## src/rtl/spi_master_pkg.sv

```systemverilog
// spi_master_pkg: shared types for the SPI master controller.
//   state_t      - controller FSM state encoding
//   ERR_*        - values reported on err_code_o
package spi_master_pkg;

    typedef enum logic [3:0] {
        ST_IDLE,
        ST_LOAD,
        ST_CHECK,
        ST_SHIFT_TX,
        ST_WAIT_ACK,
        ST_WAIT_READY,
        ST_SHIFT_RX,
        ST_FINISH,
        ST_ERR
    } state_t;

    localparam logic [1:0] ERR_NONE    = 2'd0;
    localparam logic [1:0] ERR_ADDR    = 2'd1;
    localparam logic [1:0] ERR_SEL     = 2'd2;
    localparam logic [1:0] ERR_TIMEOUT = 2'd3;

endpackage

```

## src/rtl/spi_master_ctrl_sclk_gen.sv

```systemverilog
// spi_sclk_gen: serial clock generator for the SPI master.
//   clk_i, rst_ni  - system clock, async active-low reset
//   en_i           - run the clock; when low sclk is parked low and the
//                    half-period counter is reloaded
//   sclk_o         - serial clock, CPOL=0
//   rise_en_o      - high in the clk cycle whose closing edge raises sclk
//   fall_en_o      - high in the clk cycle whose closing edge lowers sclk
module spi_sclk_gen #(
    parameter int CLK_DIV = 2
) (
    input  logic clk_i,
    input  logic rst_ni,
    input  logic en_i,
    output logic sclk_o,
    output logic rise_en_o,
    output logic fall_en_o
);

    localparam int CNT_W = (CLK_DIV > 1) ? $clog2(CLK_DIV) : 1;
    localparam logic [CNT_W-1:0] CNT_LOAD = CNT_W'(CLK_DIV - 1);

    logic [CNT_W-1:0] cnt_q, cnt_d;
    logic             sclk_q, sclk_d;
    logic             tc;

    assign tc        = (cnt_q == '0);
    assign rise_en_o = en_i & tc & ~sclk_q;
    assign fall_en_o = en_i & tc & sclk_q;
    assign sclk_o    = sclk_q;

    always_comb begin
        cnt_d  = cnt_q;
        sclk_d = sclk_q;
        if (!en_i) begin
            cnt_d  = CNT_LOAD;
            sclk_d = 1'b0;
        end else if (tc) begin
            cnt_d  = CNT_LOAD;
            sclk_d = ~sclk_q;
        end else begin
            cnt_d = cnt_q - CNT_W'(1);
        end
    end

    always_ff @(posedge clk_i or negedge rst_ni) begin
        if (!rst_ni) begin
            cnt_q  <= CNT_LOAD;
            sclk_q <= 1'b0;
        end else begin
            cnt_q  <= cnt_d;
            sclk_q <= sclk_d;
        end
    end

endmodule

```

## src/rtl/spi_master_ctrl.sv

```systemverilog
// spi_master_ctrl: one register write or read per request over SPI.
//   clk_i, rst_ni         - system clock, async active-low reset
//   start_i, wr_i         - request strobe (taken in IDLE only), 1 = write
//   addr_i, data_in_i     - register address and write data
//   cs_sel_i              - peripheral select
//   ready_i, op_done_i    - peripheral handshakes (levels)
//   miso_i                - serial data in
//   sclk_o, cs_n_o, mosi_o- SPI bus (CPOL=0, LSB first)
//   data_out_o            - last successfully read data
//   busy_o, done_o        - transaction in flight / one-cycle completion
//   error_o, err_code_o   - sticky error flag and its cause
//
// state         | meaning
// --------------+--------------------------------------------------
// ST_IDLE       | waiting for start
// ST_LOAD       | request captured
// ST_CHECK      | validate select/address, assert chip select
// ST_SHIFT_TX   | shift out {data, addr, wr} (write) or {addr, wr}
// ST_WAIT_ACK   | cs released, waiting for op_done
// ST_WAIT_READY | cs held, waiting for read data
// ST_SHIFT_RX   | shift in read data on sclk rises
// ST_FINISH     | done pulse
// ST_ERR        | done pulse with error set
module spi_master_ctrl #(
    parameter int DATA_W   = 8,
    parameter int ADDR_W   = 8,
    parameter int MAX_ADDR = 31,
    parameter int NUM_CS   = 2,
    parameter int CLK_DIV  = 2,
    parameter int TIMEOUT  = 64,
    localparam int SEL_W   = (NUM_CS > 1) ? $clog2(NUM_CS) : 1
) (
    input  logic              clk_i,
    input  logic              rst_ni,
    input  logic              start_i,
    input  logic              wr_i,
    input  logic [ADDR_W-1:0] addr_i,
    input  logic [DATA_W-1:0] data_in_i,
    input  logic [SEL_W-1:0]  cs_sel_i,
    input  logic              ready_i,
    input  logic              op_done_i,
    input  logic              miso_i,
    output logic              sclk_o,
    output logic [NUM_CS-1:0] cs_n_o,
    output logic              mosi_o,
    output logic [DATA_W-1:0] data_out_o,
    output logic              busy_o,
    output logic              done_o,
    output logic              error_o,
    output logic [1:0]        err_code_o
);

    import spi_master_pkg::*;

    localparam int FRAME_W = DATA_W + ADDR_W + 1;
    localparam int BIT_W   = $clog2(DATA_W + ADDR_W + 2);
    localparam int TMO_W   = (TIMEOUT > 0) ? $clog2(TIMEOUT + 1) : 1;

    localparam logic [TMO_W-1:0]  TMO_LOAD   = TMO_W'(TIMEOUT);
    // MAX_ADDR is expected to be representable in ADDR_W bits.
    localparam logic [ADDR_W-1:0] ADDR_LIMIT = ADDR_W'(MAX_ADDR);
    localparam logic [NUM_CS-1:0] CS_ONE     = NUM_CS'(1);

    state_t              state_q;
    logic                wr_q;
    logic [ADDR_W-1:0]   addr_q;
    logic [SEL_W-1:0]    cs_sel_q;
    logic [FRAME_W-1:0]  tx_q;
    logic [DATA_W-1:0]   rx_q;
    logic [BIT_W-1:0]    bit_q;
    logic [TMO_W-1:0]    tmo_q;
    logic [NUM_CS-1:0]   cs_n_q;
    logic                mosi_q;
    logic [DATA_W-1:0]   data_out_q;
    logic                busy_q;
    logic                done_q;
    logic                error_q;
    logic [1:0]          err_code_q;

    logic sclk_en, rise_en, fall_en, tmo_expired;

    assign sclk_en     = (state_q == ST_SHIFT_TX) || (state_q == ST_SHIFT_RX);
    // The count is loaded on entry to a wait state, so reaching 1 means
    // TIMEOUT cycles have been spent waiting. TIMEOUT=0 never expires.
    assign tmo_expired = (TIMEOUT != 0) && (tmo_q == TMO_W'(1));

    spi_sclk_gen #(
        .CLK_DIV (CLK_DIV)
    ) u_sclk_gen (
        .clk_i     (clk_i),
        .rst_ni    (rst_ni),
        .en_i      (sclk_en),
        .sclk_o    (sclk_o),
        .rise_en_o (rise_en),
        .fall_en_o (fall_en)
    );

    always_ff @(posedge clk_i or negedge rst_ni) begin
        if (!rst_ni) begin
            state_q    <= ST_IDLE;
            wr_q       <= 1'b0;
            addr_q     <= '0;
            cs_sel_q   <= '0;
            tx_q       <= '0;
            rx_q       <= '0;
            bit_q      <= '0;
            tmo_q      <= '0;
            cs_n_q     <= '1;
            mosi_q     <= 1'b0;
            data_out_q <= '0;
            busy_q     <= 1'b0;
            done_q     <= 1'b0;
            error_q    <= 1'b0;
            err_code_q <= ERR_NONE;
        end else begin
            done_q <= 1'b0;
            case (state_q)
                ST_IDLE: begin
                    if (start_i) begin
                        wr_q       <= wr_i;
                        addr_q     <= addr_i;
                        cs_sel_q   <= cs_sel_i;
                        tx_q       <= wr_i ? {data_in_i, addr_i, 1'b1}
                                           : {{DATA_W{1'b0}}, addr_i, 1'b0};
                        busy_q     <= 1'b1;
                        error_q    <= 1'b0;
                        err_code_q <= ERR_NONE;
                        state_q    <= ST_LOAD;
                    end
                end
                ST_LOAD: state_q <= ST_CHECK;
                ST_CHECK: begin
                    if (int'(cs_sel_q) >= NUM_CS) begin
                        err_code_q <= ERR_SEL;
                        state_q    <= ST_ERR;
                    end else if (addr_q > ADDR_LIMIT) begin
                        err_code_q <= ERR_ADDR;
                        state_q    <= ST_ERR;
                    end else begin
                        cs_n_q  <= ~(CS_ONE << cs_sel_q);
                        mosi_q  <= tx_q[0];
                        tx_q    <= tx_q >> 1;
                        bit_q   <= wr_q ? BIT_W'(FRAME_W - 1) : BIT_W'(ADDR_W);
                        state_q <= ST_SHIFT_TX;
                    end
                end
                ST_SHIFT_TX: begin
                    // Next bit goes out on the falling edge so mosi only moves while sclk is low.
                    if (fall_en) begin
                        if (bit_q == '0) begin
                            mosi_q <= 1'b0;
                            tmo_q  <= TMO_LOAD;
                            if (wr_q) begin
                                cs_n_q  <= '1;
                                state_q <= ST_WAIT_ACK;
                            end else begin
                                state_q <= ST_WAIT_READY;
                            end
                        end else begin
                            mosi_q <= tx_q[0];
                            tx_q   <= tx_q >> 1;
                            bit_q  <= bit_q - BIT_W'(1);
                        end
                    end
                end
                ST_WAIT_ACK: begin
                    if (op_done_i) begin
                        state_q <= ST_FINISH;
                    end else if (tmo_expired) begin
                        err_code_q <= ERR_TIMEOUT;
                        state_q    <= ST_ERR;
                    end else if (tmo_q != '0) begin
                        tmo_q <= tmo_q - TMO_W'(1);
                    end
                end
                ST_WAIT_READY: begin
                    if (ready_i) begin
                        bit_q   <= BIT_W'(DATA_W - 1);
                        state_q <= ST_SHIFT_RX;
                    end else if (tmo_expired) begin
                        err_code_q <= ERR_TIMEOUT;
                        state_q    <= ST_ERR;
                    end else if (tmo_q != '0) begin
                        tmo_q <= tmo_q - TMO_W'(1);
                    end
                end
                ST_SHIFT_RX: begin
                    if (rise_en) begin
                        rx_q <= (rx_q >> 1) | (DATA_W'(miso_i) << (DATA_W - 1));
                    end
                    if (fall_en) begin
                        if (bit_q == '0) begin
                            cs_n_q     <= '1;
                            data_out_q <= rx_q;
                            state_q    <= ST_FINISH;
                        end else begin
                            bit_q <= bit_q - BIT_W'(1);
                        end
                    end
                end
                ST_FINISH: begin
                    done_q  <= 1'b1;
                    busy_q  <= 1'b0;
                    state_q <= ST_IDLE;
                end
                ST_ERR: begin
                    cs_n_q  <= '1;
                    mosi_q  <= 1'b0;
                    error_q <= 1'b1;
                    done_q  <= 1'b1;
                    busy_q  <= 1'b0;
                    state_q <= ST_IDLE;
                end
                default: state_q <= ST_IDLE;
            endcase
        end
    end

    assign cs_n_o     = cs_n_q;
    assign mosi_o     = mosi_q;
    assign data_out_o = data_out_q;
    assign busy_o     = busy_q;
    assign done_o     = done_q;
    assign error_o    = error_q;
    assign err_code_o = err_code_q;

endmodule

```

## config.mk

```make
export PLATFORM = sky130hd
export DESIGN_NAME = spi_master_ctrl
export DESIGN_NICKNAME = d
export VERILOG_FILES = /design/src/rtl/spi_master_pkg.sv /design/src/rtl/spi_master_ctrl_sclk_gen.sv /design/src/rtl/spi_master_ctrl.sv
export SDC_FILE = /design/constraint.sdc
export NUM_CORES = 1
export LEC_CHECK = 0
export CAP_MARGIN = 20
export CELL_PAD_IN_SITES_DETAIL_PLACEMENT = 1
export CELL_PAD_IN_SITES_GLOBAL_PLACEMENT = 2
export CORE_ASPECT_RATIO = 1.25
export CORE_MARGIN = 1.5
export CORE_UTILIZATION = 35
export DETAILED_ROUTE_END_ITERATION = 8
export PLACE_DENSITY_LB_ADDON = 0.25
export RECOVER_POWER = 50
export SLEW_MARGIN = 10
export SYNTH_ARGS = -nofsm -noshare
export SYNTH_HDL_FRONTEND = slang
export SYNTH_SLANG_ARGS = --single-unit
```

## constraint.sdc

```tcl
create_clock -name clk_i -period 2.3 [get_ports clk_i]
set_input_delay 0.575 -clock clk_i [delete_from_list [all_inputs] [get_ports clk_i]]
set_output_delay 0.575 -clock clk_i [all_outputs]
set_load 0.005 [all_outputs]
```

## Word level (Yosys, flattened, before mapping)

Cells that the tools add are included.

- Bits in registers: 69
- Input bits: 24
- Output and inout bits: 17
- Word-level logic and storage cells: 135

- Add/subtract/negate cells: 3
- Magnitude comparators: 1
- Eq/ne operators: 24
- Shifts and indexed selects: 1
- Mux-type cells: 56
- Bitwise logic cells: 7
- Reductions and logical operators: 26

Operator list:

| kind | number |
|---|---|
| 2-to-1 mux 17 bit | 5 |
| one-hot mux 17 bit (3 select lines) | 1 |
| 2-to-1 mux 7 bit | 6 |
| 2-to-1 mux 4 bit | 9 |
| one-hot mux 4 bit (7 select lines) | 1 |
| 2-to-1 mux 5 bit | 5 |
| AND reduction 5 bit | 5 |
| inequality test 2 bit (second input constant) | 12 |
| 2-to-1 mux 2 bit | 11 |
| one-hot mux 7 bit (3 select lines) | 1 |
| equality test 4 x 3 -> 1 bit (second input constant) | 4 |
| one-hot mux 2 bit (4 select lines) | 2 |
| one-hot mux 5 bit (3 select lines) | 1 |
| nonzero test 3 bit | 4 |
| 2-to-1 mux 1 bit | 11 |
| equality test 4 x 2 -> 1 bit (second input constant) | 2 |
| > comparator 8 x 5 -> 1 bit (second input constant) | 1 |
| bitwise OR 7 x 8 -> 8 bit | 1 |
| AND reduction 2 bit | 4 |
| nonzero test 4 bit | 2 |
| equality test 7 x 1 -> 1 bit (second input constant) | 1 |
| AND reduction 7 bit | 1 |
| nonzero test 7 bit | 1 |
| subtractor 7 x 1 -> 7 bit (second input constant) | 1 |
| other kinds (17) | 26 |

## Depth between registers and ports, before layout

Gate-level depths: netlist of the first run.

- Depth after elaboration: 6
- Depth in mapped cells: 8
- Mapped depth without buffers: 7

## Modules after synthesis

From an unflattened synthesis of the first run, not the netlist that was laid out.

- Cells, all modules: 306
- Area, all modules: 3163.0 sq um

By module, submodules not included:

| module | times used | cells each | area an instance (sq um) | sequential area each (sq um) |
|---|---|---|---|---|
| spi_master_ctrl | 1 | 299 | 3075.4 | 1554.0 |
| spi_sclk_gen | 1 | 7 | 87.6 | 51.3 |

## Worst setup path after synthesis of the first run

OpenSTA, ideal clock, no wires.

- Path kind: reg-to-reg
- Start: reg bit_q[0]
- End: reg state_q[1]
- Setup time: 0.096 ns
- Arrival time: 1.856 ns
- Data required time: 2.204 ns
- Setup slack: 0.349 ns
- Stages on the path, launching flop included: 8
- Path buffers: 0
- Clock period less this slack: 1.951 ns
- Path through: dfrtp_1 > inv_1 > ha_1 > nor4b_4 > nand2b_4 > maj3_2 > a221o_1 > o32ai_2

- Longest elaborated chain between the ends: 3
- Elaborated cells on any way between the ends: 4
- Classes of those cells: eq/ne (2); reduce/logical (2)

RTL lines:

| item | RTL line | RTL |
|---|---|---|
| from (decl) | spi_master_ctrl.sv:70 | `logic [BIT_W-1:0] bit_q;` |
| from (signal assigned) | spi_master_ctrl.sv:143 | `bit_q <= wr_q ? BIT_W'(FRAME_W - 1) : BIT_W'(ADDR_W);` |
| from (signal assigned) | spi_master_ctrl.sv:162 | `bit_q <= bit_q - BIT_W'(1);` |
| from (signal assigned) | spi_master_ctrl.sv:178 | `bit_q <= BIT_W'(DATA_W - 1);` |
| zero test 5 bit * | spi_master_ctrl.sv:150, spi_master_ctrl.sv:192 |  |
| inequality test 2 x 1 -> 1 bit (no source line) | -- |  |
| AND reduction 5 bit (no source line) * | -- |  |
| to (signal assigned) | spi_master_ctrl.sv:155 | `state_q <= ST_WAIT_ACK;` |
| to (signal assigned) | spi_master_ctrl.sv:157 | `state_q <= ST_WAIT_READY;` |
| to (signal assigned) | spi_master_ctrl.sv:195 | `state_q <= ST_FINISH;` |
| to (decl) | spi_master_ctrl.sv:64 | `state_t state_q;` |

Every way passes the cells marked *; elsewhere a longest branch is shown, timed or not.
A chain may end at the register's enable or synchronous reset.

## Worst setup path after layout of the first run

Same ends and word-level chain as after synthesis.

==> results of run 1 <==
## flip-flops by register name, summed over array words and instances, names as in the netlist
signal / flops
tx_q: 17
data_out_o: 8
rx_q: 8
tmo_q: 7
bit_q: 5
state_q: 4
addr_q: 3
cs_n_o: 2
err_code_o: 2
busy_o: 1
cs_sel_q: 1
done_o: 1
error_o: 1
mosi_o: 1
u_sclk_gen.cnt_q: 1
u_sclk_gen.sclk_o: 1
wr_q: 1
## synth_stat cells, drive strengths merged, types with 2 or more instances
library cell and n:
nor4b 2, o31ai 2, o21ai 29, a211o 2, nand2 27, a31oi 3, or3 4, nor2b 4
mux2i 12, xor2 4, inv 13, nand3b 3, a211oi 2, dfrtp 61, mux2 23, ha 4
dfstp 3, nor3 11, clkbuf 10, nand2b 8, o22ai 4, or2 3, nor3b 2, a21oi 21
a22oi 2, and3 7, nor2 20, buf 4, nand3 10
## per-stage QoR
step	instances	cell area (um^2)	utilization	worst slack [ns]
floorplan	321	3260	-	0.349
global placement	494	3950	0.435	-0.117
detailed placement	494	3950	0.435	-0.263
CTS	510	4250	0.468	0.0142
global route	514	4290	0.473	-0.0130
finish	514	4290	0.473	0.0905
## what timing repair did
item | 4_1_cts | 5_1_grt
hold buffers | 0 | 0
pin swaps | 0 | 2
hold endpoints to repair | 0 | 0
setup endpoints to repair | 17 | 6
gates resized for setup | 1 | 5
setup buffers | 0 | 4
## cell families (layout without fill, tap and decap cells)
| logic type | Yosys count | after routing | synth area share |
|---|---|---|---|
| AOI/OAI and AO/OA | 78 | 78 | 0.150 |
| and+or+nand+nor | 107 | 107 | 0.177 |
| xor gates and xnor gates | 5 | 5 | 0.0134 |
| muxes | 35 | 35 | 0.116 |
| DFF | 64 | 64 | 0.492 |
| adders and majority gates | 5 | 5 | 0.0188 |
| buffers and inverters | 27 | 97 | 0.0322 |
## cell type report
class / instances / area, um^2
Fill cell: 1028 / 4790
Sequential cell: 64 / 1610
Multi-Input combinational cell: 230 / 1580
Timing Repair Buffer: 68 / 609
Clock buffer: 12 / 267
Tap cell: 123 / 154
Inverter: 13 / 48.8
Clock inverter: 4 / 26.3
## how the worst max path moves through the flow
stage                         from  slack (ns)    endpoint  cells after the start
after global routing      bit_q[0]       -0.01  state_q[1]                      8
after detailed placement   start_i       -0.26     tx_q[9]                      5
after CTS                 bit_q[1]        0.01    bit_q[2]                      8
after floorplan           bit_q[0]        0.35  state_q[1]                      7
final                     bit_q[0]        0.09  state_q[1]                      8
after global placement     start_i       -0.12    tx_q[15]                      5
## power groups by stage
stage / sequential (W) / combinational, W / clock, W
finish: 0.00187 / 0.00220 / 0.00132
global route: 0.00193 / 0.00247 / 0.00140
CTS: 0.00188 / 0.00215 / 0.00136
detailed placement: 0.00189 / 0.00213 / 0
global placement: 0.00187 / 0.00206 / 0
floorplan: 0.00177 / 0.00144 / 0
## worst max-delay path, stage by stage (launching register included)
cell and delay [ns]:
dfrtp_1 0.39, inv_2 0.09, ha_4 0.12, nor4b_4 0.28
buf_4 0.19, nand2b_4 0.06, maj3_2 0.30, a221o_1 0.35
o32ai_2 0.31
## per-layer routing
metal	share of wire	track usage	vias to the layer above
met5	0	0	-
met4	0.022	0.0749	0
met3	0.027	0.0410	14
met2	0.51	0.300	45
met1	0.44	0.240	1330
li1	-	-	1291
==> metrics.txt, run 1 <==
# TYPE chip_impl_metric gauge
chip_impl_metric{name="clk-insertion-delay-late",unit="ns"} 0.33
chip_impl_metric{name="num-nets-final",unit=""} 414
chip_impl_metric{name="yosys_warnings",unit=""} 0
chip_impl_metric{name="min_period",unit="ns"} 2.21
chip_impl_metric{name="power.share.switching",unit=""} 0.375
chip_impl_metric{name="ir_drop",unit="uV"} 483
chip_impl_metric{name="detail_route.wl_per_cell",unit="um"} 16.3
chip_impl_metric{name="clk_pin_slew_worst_paths",unit="ns"} 0.06
chip_impl_metric{name="final_hold_viol_count",unit=""} 0
chip_impl_info{name="timing.rr.end",value="state_q[1]"} 1
chip_impl_metric{name="diodes",unit=""} 0
chip_impl_info{name="cts_root_buffer",value="clkbuf_16"} 1
chip_impl_metric{name="grt_max_degree",unit=""} 42
chip_impl_metric{name="report.final.slew_viol_count",unit=""} 0
chip_impl_metric{name="die_area",unit="um^2"} 9910
chip_impl_metric{name="synth_enable_flop_cells",unit=""} 0
chip_impl_metric{name="clock-skew-final",unit="ns"} 0.00385
chip_impl_metric{name="max_cap_viol_count",unit=""} 0
chip_impl_info{name="cts_tree",value="done"} 1
chip_impl_metric{name="floorplan.rows",unit=""} 39
chip_impl_metric{name="synth_area",unit="um^2"} 3260
chip_impl_metric{name="grt_first_pass_wirelength",unit="um"} 14100
chip_impl_metric{name="share_comb_of_total_power",unit=""} 0.408
chip_impl_metric{name="pin_count",unit=""} 41
chip_impl_metric{name="post-layout-total-power",unit="W"} 0.00538
chip_impl_metric{name="power.static_leakage",unit="nW"} 1.95
chip_impl_info{name="final_cell_mix",value="dfrtp_1, clkdlybuf4s50_1, o21ai_0"} 1
chip_impl_metric{name="overflow",unit=""} 0
chip_impl_metric{name="number_of_cell_instances_on_the_worst_register_to_register_path",unit=""} 8
chip_impl_metric{name="yosys.area.top_type_share",unit=""} 0.468
chip_impl_metric{name="period_share",unit=""} 0.961
chip_impl_info{name="endpoint_kind",value="register"} 1
chip_impl_metric{name="place.port_buffers",unit=""} 40
chip_impl_info{name="most_common_cell_after_layout_fill_and_taps_aside",value="dfrtp_1"} 1
chip_impl_metric{name="cts_inserted_buffers",unit=""} 9
chip_impl_metric{name="total_power_per_unit_cell_area",unit="nW/um^2"} 1250
chip_impl_metric{name="cts_buffer_depth",unit=""} 2
chip_impl_metric{name="initial_core_util",unit=""} 0.359
chip_impl_metric{name="initialDrtViolationCount",unit=""} 131
chip_impl_info{name="min_path_type",value="in2async"} 1
chip_impl_metric{name="vias_in_the_first_global_route",unit=""} 2863
chip_impl_metric{name="route.detailed.vias_per_inst",unit=""} 5.21
chip_impl_metric{name="power_frac_clock",unit=""} 0.245
chip_impl_info{name="synth_area_leaders",value="dfrtp_1, mux2_2, o21ai_0, mux2i_1, a21oi_1"} 1
chip_impl_metric{name="postSynthNetCount",unit=""} 349
chip_impl_metric{name="synth_sequential_area_ratio",unit=""} 0.492
chip_impl_info{name="run_status",value="finished clean"} 1
chip_impl_metric{name="synthCells",unit=""} 321
chip_impl_metric{name="drive_gt1_frac",unit=""} 0.205
chip_impl_metric{name="drcViolationCount",unit=""} 0
chip_impl_metric{name="drt_first_pass_iters",unit=""} 4
chip_impl_metric{name="finalSetupTns",unit="ns"} 0
chip_impl_metric{name="postSynthAreaPerCell",unit="um^2"} 10.2
chip_impl_metric{name="cp.required",unit="ns"} 2.53
chip_impl_metric{name="p_sw",unit="W"} 0.00202
chip_impl_metric{name="die_w",unit="um"} 89.3
chip_impl_metric{name="globalplace.congestion",unit=""} 0.792
chip_impl_metric{name="synthToLayoutAreaGrowth",unit="%"} 31.5
chip_impl_metric{name="reg2reg_slack",unit="ns"} 0.09
chip_impl_metric{name="worst-slew-pin-transition",unit="ns"} 1.06
chip_impl_metric{name="grtUsageTotal",unit=""} 0.187
chip_impl_metric{name="worstPathArrival",unit="ns"} 2.44
chip_impl_metric{name="synth.ff_latch_count",unit=""} 64
chip_impl_info{name="crit_path_start_kind",value="register"} 1
chip_impl_metric{name="core",unit="um^2"} 9080
chip_impl_metric{name="routed_wirelength",unit="um"} 8380
chip_impl_metric{name="postSynth.asyncResetShare",unit=""} 1.00
chip_impl_metric{name="worstPathMaxFanout",unit=""} 4
chip_impl_metric{name="hold_slack",unit="ns"} 0.413
chip_impl_metric{name="cts_max_level",unit=""} 3
chip_impl_metric{name="dp.final_hpwl",unit="um"} 5960
chip_impl_metric{name="seq_power_share",unit=""} 0.347
chip_impl_metric{name="slew_headroom",unit=""} 0.290
chip_impl_metric{name="fmax",unit="MHz"} 453
chip_impl_info{name="yosysTopAreaCell",value="dfrtp_1"} 1
chip_impl_metric{name="clkSinkCount",unit=""} 64
chip_impl_info{name="crit-reg2reg-launch",value="bit_q[0]"} 1
chip_impl_metric{name="synth_cell_types",unit=""} 59
chip_impl_metric{name="setup_viol",unit=""} 0
chip_impl_metric{name="ant_nets_after_route",unit=""} 0
chip_impl_metric{name="floorplan.die.height",unit="um"} 111
chip_impl_metric{name="antenna_violations_before_repair",unit=""} 0
chip_impl_info{name="synth_flop_cell",value="dfrtp_1"} 1
chip_impl_metric{name="num_vias",unit=""} 2680
chip_impl_info{name="timing_worst_setup_path_type",value="reg2reg"} 1
chip_impl_metric{name="power.internal",unit="W"} 0.00336
Power figures use the tool's default switching activity.
==> inputs of run 2 (changes only) <==
Settings changed: CTS_BUF_LIST from default to sky130_fd_sc_hd__clkbuf_4 sky130_fd_sc_hd__clkbuf_8 sky130_fd_sc_hd__clkbuf_16.
==> results of run 2 <==
Final layout, timing and power as in run 1 (identical DEF).
==> inputs of run 3 (changes only) <==
Settings changed: CTS_CLUSTER_SIZE from default to 24, GPL_ROUTABILITY_DRIVEN from default to 0.
==> results of run 3 <==
Final layout, timing and power as in run 1 (identical DEF).
